[src/rtl/bram_dump_reader_pkg.sv]
// Shared definitions for the data-BRAM debug dump reader: FSM encodings and
// the address stride between consecutive words.
package bram_dump_reader_pkg;

  localparam int DUMP_DATA_WIDTH = 32;
  localparam int WORD_BYTES      = 4;

  typedef enum logic [1:0] {
    DUMP_IDLE = 2'd0,
    DUMP_READ = 2'd1,
    DUMP_SEND = 2'd2,
    DUMP_DONE = 2'd3
  } dump_state_e;

endpackage

[src/rtl/bram_dump_reader_checksum.sv]
// Clearable running-sum accumulator (mod 2^W), kept separate so an
// instruction-BRAM verifier can reuse it.
module bram_dump_reader_checksum #(
  parameter int W = 32
) (
  input  logic         clk,
  input  logic         rst,
  input  logic         clr,
  input  logic         en,
  input  logic [W-1:0] din,
  output logic [W-1:0] sum
);

  logic [W-1:0] sum_q;

  // NOTE: state registers use non-blocking assignment so every flop samples
  // the pre-edge values of its inputs, independent of block ordering.
  always_ff @(posedge clk or negedge rst) begin
    if (!rst) begin
      sum_q <= '0;
    end else if (clr) begin
      sum_q <= '0;
    end else if (en) begin
      sum_q <= sum_q + din;
    end
  end

  assign sum = sum_q;

endmodule

[src/rtl/bram_dump_reader.sv]
// Walks a word-aligned BRAM range through the debug read port and streams each
// word out on valid/ready with a last flag and a running checksum.
module bram_dump_reader
  import bram_dump_reader_pkg::*;
#(
  parameter int ADDR_WIDTH = 12,
  parameter int DATA_WIDTH = DUMP_DATA_WIDTH,
  parameter int CNT_WIDTH  = 11
) (
  input  logic                  clk,
  input  logic                  rst,
  input  logic                  start,
  input  logic                  abort,
  input  logic [ADDR_WIDTH-1:0] base_addr,
  input  logic [CNT_WIDTH-1:0]  word_count,
  output logic [ADDR_WIDTH-1:0] debug_addr,
  input  logic [DATA_WIDTH-1:0] debug_data,
  output logic                  m_valid,
  input  logic                  m_ready,
  output logic [DATA_WIDTH-1:0] m_data,
  output logic                  m_last,
  output logic                  busy,
  output logic                  done,
  output logic                  aborted,
  output logic [DATA_WIDTH-1:0] checksum
);

  dump_state_e           state_q;
  logic [ADDR_WIDTH-1:0] addr_q;
  logic [ADDR_WIDTH-1:0] debug_addr_q;
  logic [CNT_WIDTH-1:0]  remaining_q;
  logic [DATA_WIDTH-1:0] m_data_q;
  logic                  m_valid_q;
  logic                  m_last_q;
  logic                  done_q;
  logic                  aborted_q;

  logic                  start_ok;
  logic                  accept;
  logic [ADDR_WIDTH-1:0] base_aligned;
  logic [ADDR_WIDTH-1:0] next_addr;

  assign start_ok     = start && (state_q == DUMP_IDLE || state_q == DUMP_DONE);
  // A handshake that coincides with abort is not counted.
  assign accept       = (state_q == DUMP_SEND) && m_valid_q && m_ready && !abort;
  assign base_aligned = {base_addr[ADDR_WIDTH-1:2], 2'b00};
  assign next_addr    = addr_q + ADDR_WIDTH'(WORD_BYTES);

  always_ff @(posedge clk or negedge rst) begin
    if (!rst) begin
      state_q      <= DUMP_IDLE;
      addr_q       <= '0;
      debug_addr_q <= '0;
      remaining_q  <= '0;
      m_data_q     <= '0;
      m_valid_q    <= 1'b0;
      m_last_q     <= 1'b0;
      done_q       <= 1'b0;
      aborted_q    <= 1'b0;
    end else begin
      done_q <= 1'b0;
      case (state_q)
        DUMP_IDLE, DUMP_DONE: begin
          if (start) begin
            addr_q      <= base_aligned;
            remaining_q <= word_count;
            aborted_q   <= 1'b0;
            m_last_q    <= 1'b0;
            if (word_count == '0) begin
              state_q <= DUMP_DONE;
              done_q  <= 1'b1;
            end else begin
              debug_addr_q <= base_aligned;
              state_q      <= DUMP_READ;
            end
          end
        end
        DUMP_READ: begin
          if (abort) begin
            state_q   <= DUMP_DONE;
            done_q    <= 1'b1;
            aborted_q <= 1'b1;
          end else begin
            m_data_q  <= debug_data;
            m_valid_q <= 1'b1;
            m_last_q  <= (remaining_q == CNT_WIDTH'(1));
            state_q   <= DUMP_SEND;
          end
        end
        DUMP_SEND: begin
          if (abort) begin
            m_valid_q <= 1'b0;
            state_q   <= DUMP_DONE;
            done_q    <= 1'b1;
            aborted_q <= 1'b1;
          end else if (m_ready) begin
            m_valid_q   <= 1'b0;
            remaining_q <= remaining_q - CNT_WIDTH'(1);
            addr_q      <= next_addr;
            if (m_last_q) begin
              state_q <= DUMP_DONE;
              done_q  <= 1'b1;
            end else begin
              debug_addr_q <= next_addr;
              state_q      <= DUMP_READ;
            end
          end
        end
        default: state_q <= DUMP_IDLE;
      endcase
    end
  end

  bram_dump_reader_checksum #(
    .W(DATA_WIDTH)
  ) u_checksum (
    .clk (clk),
    .rst (rst),
    .clr (start_ok),
    .en  (accept),
    .din (m_data_q),
    .sum (checksum)
  );

  assign debug_addr = debug_addr_q;
  assign m_valid    = m_valid_q;
  assign m_data     = m_data_q;
  assign m_last     = m_last_q;
  assign busy       = (state_q == DUMP_READ) || (state_q == DUMP_SEND);
  assign done       = done_q;
  assign aborted    = aborted_q;

endmodule

[config.mk]
export PLATFORM = sky130hd
export DESIGN_NAME = bram_dump_reader
export DESIGN_NICKNAME = d
export VERILOG_FILES = /design/src/rtl/bram_dump_reader_pkg.sv /design/src/rtl/bram_dump_reader_checksum.sv /design/src/rtl/bram_dump_reader.sv
export SDC_FILE = /design/constraint.sdc
export NUM_CORES = 1
export LEC_CHECK = 0
export BUFFER_PORTS_ARGS = -buffer_cell sky130_fd_sc_hd__buf_4
export CORE_ASPECT_RATIO = 0.5
export CORE_UTILIZATION = 25
export DETAILED_ROUTE_END_ITERATION = 12
export PLACE_DENSITY = 0.55
export SLEW_MARGIN = 10
export SYNTH_ARGS = -nofsm -noshare
export SYNTH_HDL_FRONTEND = slang
export SYNTH_SLANG_ARGS = --single-unit
[constraint.sdc]
create_clock -name clk -period 3.1 [get_ports clk]
set_input_delay 0.31 -clock clk [delete_from_list [all_inputs] [get_ports clk]]
set_output_delay 0.31 -clock clk [all_outputs]
set_load 0.005 [all_outputs]
==> results summary <==
In this run the critical register-to-register path is launched from u_checksum.sum[0]. The master cell of the clock root buffer is sky130_fd_sc_hd__clkbuf_16. The number of clock sinks seen by CTS came out at between 100 and 150. The wire length of the first global-routing pass came out at 28,820 um. The worst min-delay path class is input pin to async pin. The initial utilization of the core area, before any placement, comes to 0.2584. The core utilization of the finished layout came out at 0.3302. The number of filler cells placed in the layout is approximately 2,600.

The relative slew slack came out at 0.3558. The proportion of synthesized flip-flops having asynchronous set or reset is 1.000. During placement, the flow inserted port buffers numbering between 100 and 150. The number of nets with antenna violations after routing is 0. The fraction of layout instances using a drive strength above 1 came out at 0.2725. The Yosys warning count is 0. Dividing the detail-routed wire length by the instance count gives 15.20 um. The global placer's final weighted congestion came out at 0.8181. For the finished layout, the period the worst path requires is ~3.0 ns. The first TritonRoute pass finished after 4 iterations. The average vias per placed instance came out at 4.750. The reg2reg setup slack is ~0.12 ns.

The arrival time of the worst setup path came out at 3.28 ns. After detailed routing, the total wire length is 17,600 um. STA classifies the critical path endpoint as a flip-flop. The flow ran to the end, and the final reports show no timing, DRC or antenna violations.

Global routing finished with a remaining overflow of 0. The worst register-to-register path ends at u_checksum.sum[24]. The biggest fanout along the worst timing path is 4. The via count of the first global-routing pass was ~5,500. The die width came out at 226.5 um. The synthesized design contains 105 register bits.

The clock transition at the register clock pins on the worst setup and hold paths after CTS is 0.08 ns. The max-slew violation count is 0. The number of I/O pins came out at 141. The die covers 25,870 um2.

Timing would allow up to approximately 340 MHz. The setup clock skew after layout is 0.01368 ns. The biggest area contributor in the post-synthesis netlist is sky130_fd_sc_hd__dfrtp_1. The number of buffers inserted during clock tree synthesis came out at 9. The share of synthesized area in the top cell type comes to 0.4172. The number of H-tree levels came out at 3. The net total in the final layout came out at slightly above 900.

The startpoint of the most critical setup path is u_checksum.sum[0]. The part of the cycle the worst path needs came out at 0.9627. The average cell area after synthesis is between 9 and 10 um2. The clock insertion delay at the later pin of the skew report came out at 0.37 ns. Yosys attributes the largest share of cell area to sky130_fd_sc_hd__dfrtp_1, sky130_fd_sc_hd__ha_1, sky130_fd_sc_hd__mux2_2. The largest net degree at the start of global routing came out at 71. IR analysis of the VDD net gives a maximum drop of approximately 0.37 mV. The number of flops mapped to enable cells by yosys is 0. The accumulated negative setup slack came out at 0 ns.

The DRC violation count after routing is 0. The post-synthesis instance total is between 600 and 700. For this run, the register share of the synthesized area comes to 0.4172. The number of distinct library cells after synthesis is 57. The CTS tree is yes. The area growth from synthesis to final layout came out at 27.82%. The cell area after technology mapping is 6297 um2. The worst setup path is launched from a flip-flop. The height of the chip is 114.2 um. Detailed routing inserted a total of 5,500 vias. The critical path class is flip-flop to flip-flop.

The number of maximum-capacitance violations is 0. The clock tree buffer depth is 2. Counting cells, the worst reg-to-reg path comes to 10. The slew of the pin with the lowest slew margin came out at 0.9662 ns. For this run, the total global-route usage over all layers was measured as 0.1421. The HPWL after detailed placement is 13,040 um. The number of antenna diodes in the final layout is 0. The row count is 40. The number of hold violations in the final report is 0. The core region area came out at 24,370 um2. The leakage power came out at ~3.6 nW.

The endpoint required time on the critical path is 3.39 ns. The most common flop cell mapped by yosys is sky130_fd_sc_hd__dfrtp_1. The post-cts hold buffer count came out at 0. The net count after synthesis came out at 783. The violation count after the first detailed-routing iteration is 258.

In the post-synthesis netlist, the cell with the most instances is sky130_fd_sc_hd__dfrtp_1. The ratio of total power to cell area came out at 1021 nW/um2. The initial antenna violation count came to 0. The commonest cells after synthesis are sky130_fd_sc_hd__dfrtp_1, sky130_fd_sc_hd__a21oi_1, sky130_fd_sc_hd__nand2_1. The final count of negative-setup-slack endpoints is 0.
==> kinds of logic (layout without fill, tap and decap cells) <==
logic type / count (synthesis) / count (layout) / synth area share
AO/OA/AOI/OAI: 212 / 212 / 0.2046
AND/OR/NAND/NOR: 208 / 208 / 0.1516
flip-flops: 105 / 105 / 0.4172
buffers and inverters: 48 / 184 / 0.02901
multiplexers: 46 / 46 / 0.08107
adder cells (fa/ha/maj): 37 / 37 / 0.07471
XOR/XNOR: 30 / 30 / 0.04172
==> cell type report <==
type                    count  area, um2  share of cell area
repair buffers            154       1156              0.1436
clock buffers              10      239.0             0.02969
multi-input cells         533       3505              0.4354
flip-flops and latches    105       2628              0.3264
well taps                 336      420.4             0.05223
clock inverters             6      48.80            0.006062
inverters                  14      52.55            0.006529
==> critical path: stages, from the launching register on <==
cell and delay (ns):
sky130_fd_sc_hd__dfrtp_1 0.41, sky130_fd_sc_hd__ha_1 0.24, sky130_fd_sc_hd__fa_2 0.37, sky130_fd_sc_hd__a21o_1 0.21, sky130_fd_sc_hd__a221o_1 0.38, sky130_fd_sc_hd__a21oi_2 0.21, sky130_fd_sc_hd__o21ai_2 0.14, sky130_fd_sc_hd__a31oi_4 0.21
sky130_fd_sc_hd__o21ai_2 0.09, sky130_fd_sc_hd__or4b_1 0.48, sky130_fd_sc_hd__a31oi_1 0.16
==> registers in the layout, indices dropped and copies added (netlist names), 2 cells and up <==
signal,count
m_data,32
u_checksum.sum,32
addr_q,12
debug_addr,12
remaining_q,11
state_q,2
==> worst max-delay path by stage <==
stage                                     to  slack, ns
after global routing      u_checksum.sum[24]     -0.005
after global placement    u_checksum.sum[24]       0.08
after detailed placement  u_checksum.sum[24]       0.02
final                     u_checksum.sum[24]       0.12
after floorplan           u_checksum.sum[24]       0.29
after CTS                 u_checksum.sum[24]       0.02
==> per-stage QoR <==
stage               cell area [um2]  hold WS [ns]  setup slack (ns)  total power [W]  std cells
finish                         8049       0.05982            0.1156         0.008221       1158
global route                   8049        0.1322         -0.004839         0.008964       1158
CTS                            8024       0.07992           0.01774         0.008326       1155
detailed placement             7736        0.4805           0.02399         0.007106       1139
global placement               7736        0.4691           0.08218         0.007022       1139
floorplan                      6297       0.01441            0.2937         0.005434        686
==> repair_timing <==
item                                    4_1_cts  5_1_grt
gates resized for setup                       0        1
endpoints found under the setup margin        0        2
setup buffers                                 0        3
==> routing by layer <==
metal / share of wire / up-vias / global-route usage
met5: 0 / - / 0
met4: 0.011 / 0 / 0.03378
met3: 0.033 / 15 / 0.03669
met2: 0.50 / 78 / 0.2421
met1: 0.46 / 2667 / 0.1802
li1: - / 2740 / -
==> power breakdown <==
group          internal (W)  leakage, nW  switching [W]  total (W)
Combinational       0.00215         2.19        0.00240    0.00455
Sequential          0.00196         1.30       0.000545    0.00251
Clock              0.000578        0.144       0.000581    0.00116
Total               0.00469         3.64        0.00353    0.00822
==> cell usage in the layout, fill, tap and decap left out, types with 4 or more instances in the layout <==
cell type / instances
sky130_fd_sc_hd__dfrtp_1: 105
sky130_fd_sc_hd__mux2i_1: 6
sky130_fd_sc_hd__a31oi_1: 6
sky130_fd_sc_hd__o22ai_1: 14
sky130_fd_sc_hd__nand4_1: 6
sky130_fd_sc_hd__nor4_1: 6
sky130_fd_sc_hd__buf_4: 154
sky130_fd_sc_hd__nor3_1: 6
sky130_fd_sc_hd__nand3_1: 31
sky130_fd_sc_hd__and2_1: 8
sky130_fd_sc_hd__ha_1: 36
sky130_fd_sc_hd__nor2_1: 41
sky130_fd_sc_hd__a31o_2: 4
sky130_fd_sc_hd__a21oi_1: 88
sky130_fd_sc_hd__a21o_1: 15
sky130_fd_sc_hd__nor3b_1: 4
sky130_fd_sc_hd__inv_1: 13
sky130_fd_sc_hd__clkbuf_16: 9
sky130_fd_sc_hd__nand2_1: 85
sky130_fd_sc_hd__o21ai_0: 47
sky130_fd_sc_hd__xor2_1: 10
sky130_fd_sc_hd__a211oi_1: 4
sky130_fd_sc_hd__xnor2_1: 20
sky130_fd_sc_hd__mux2_2: 40
sky130_fd_sc_hd__and3_1: 7
sky130_fd_sc_hd__o21bai_1: 4
No activity file was read; power rests on OpenSTA's default activity.
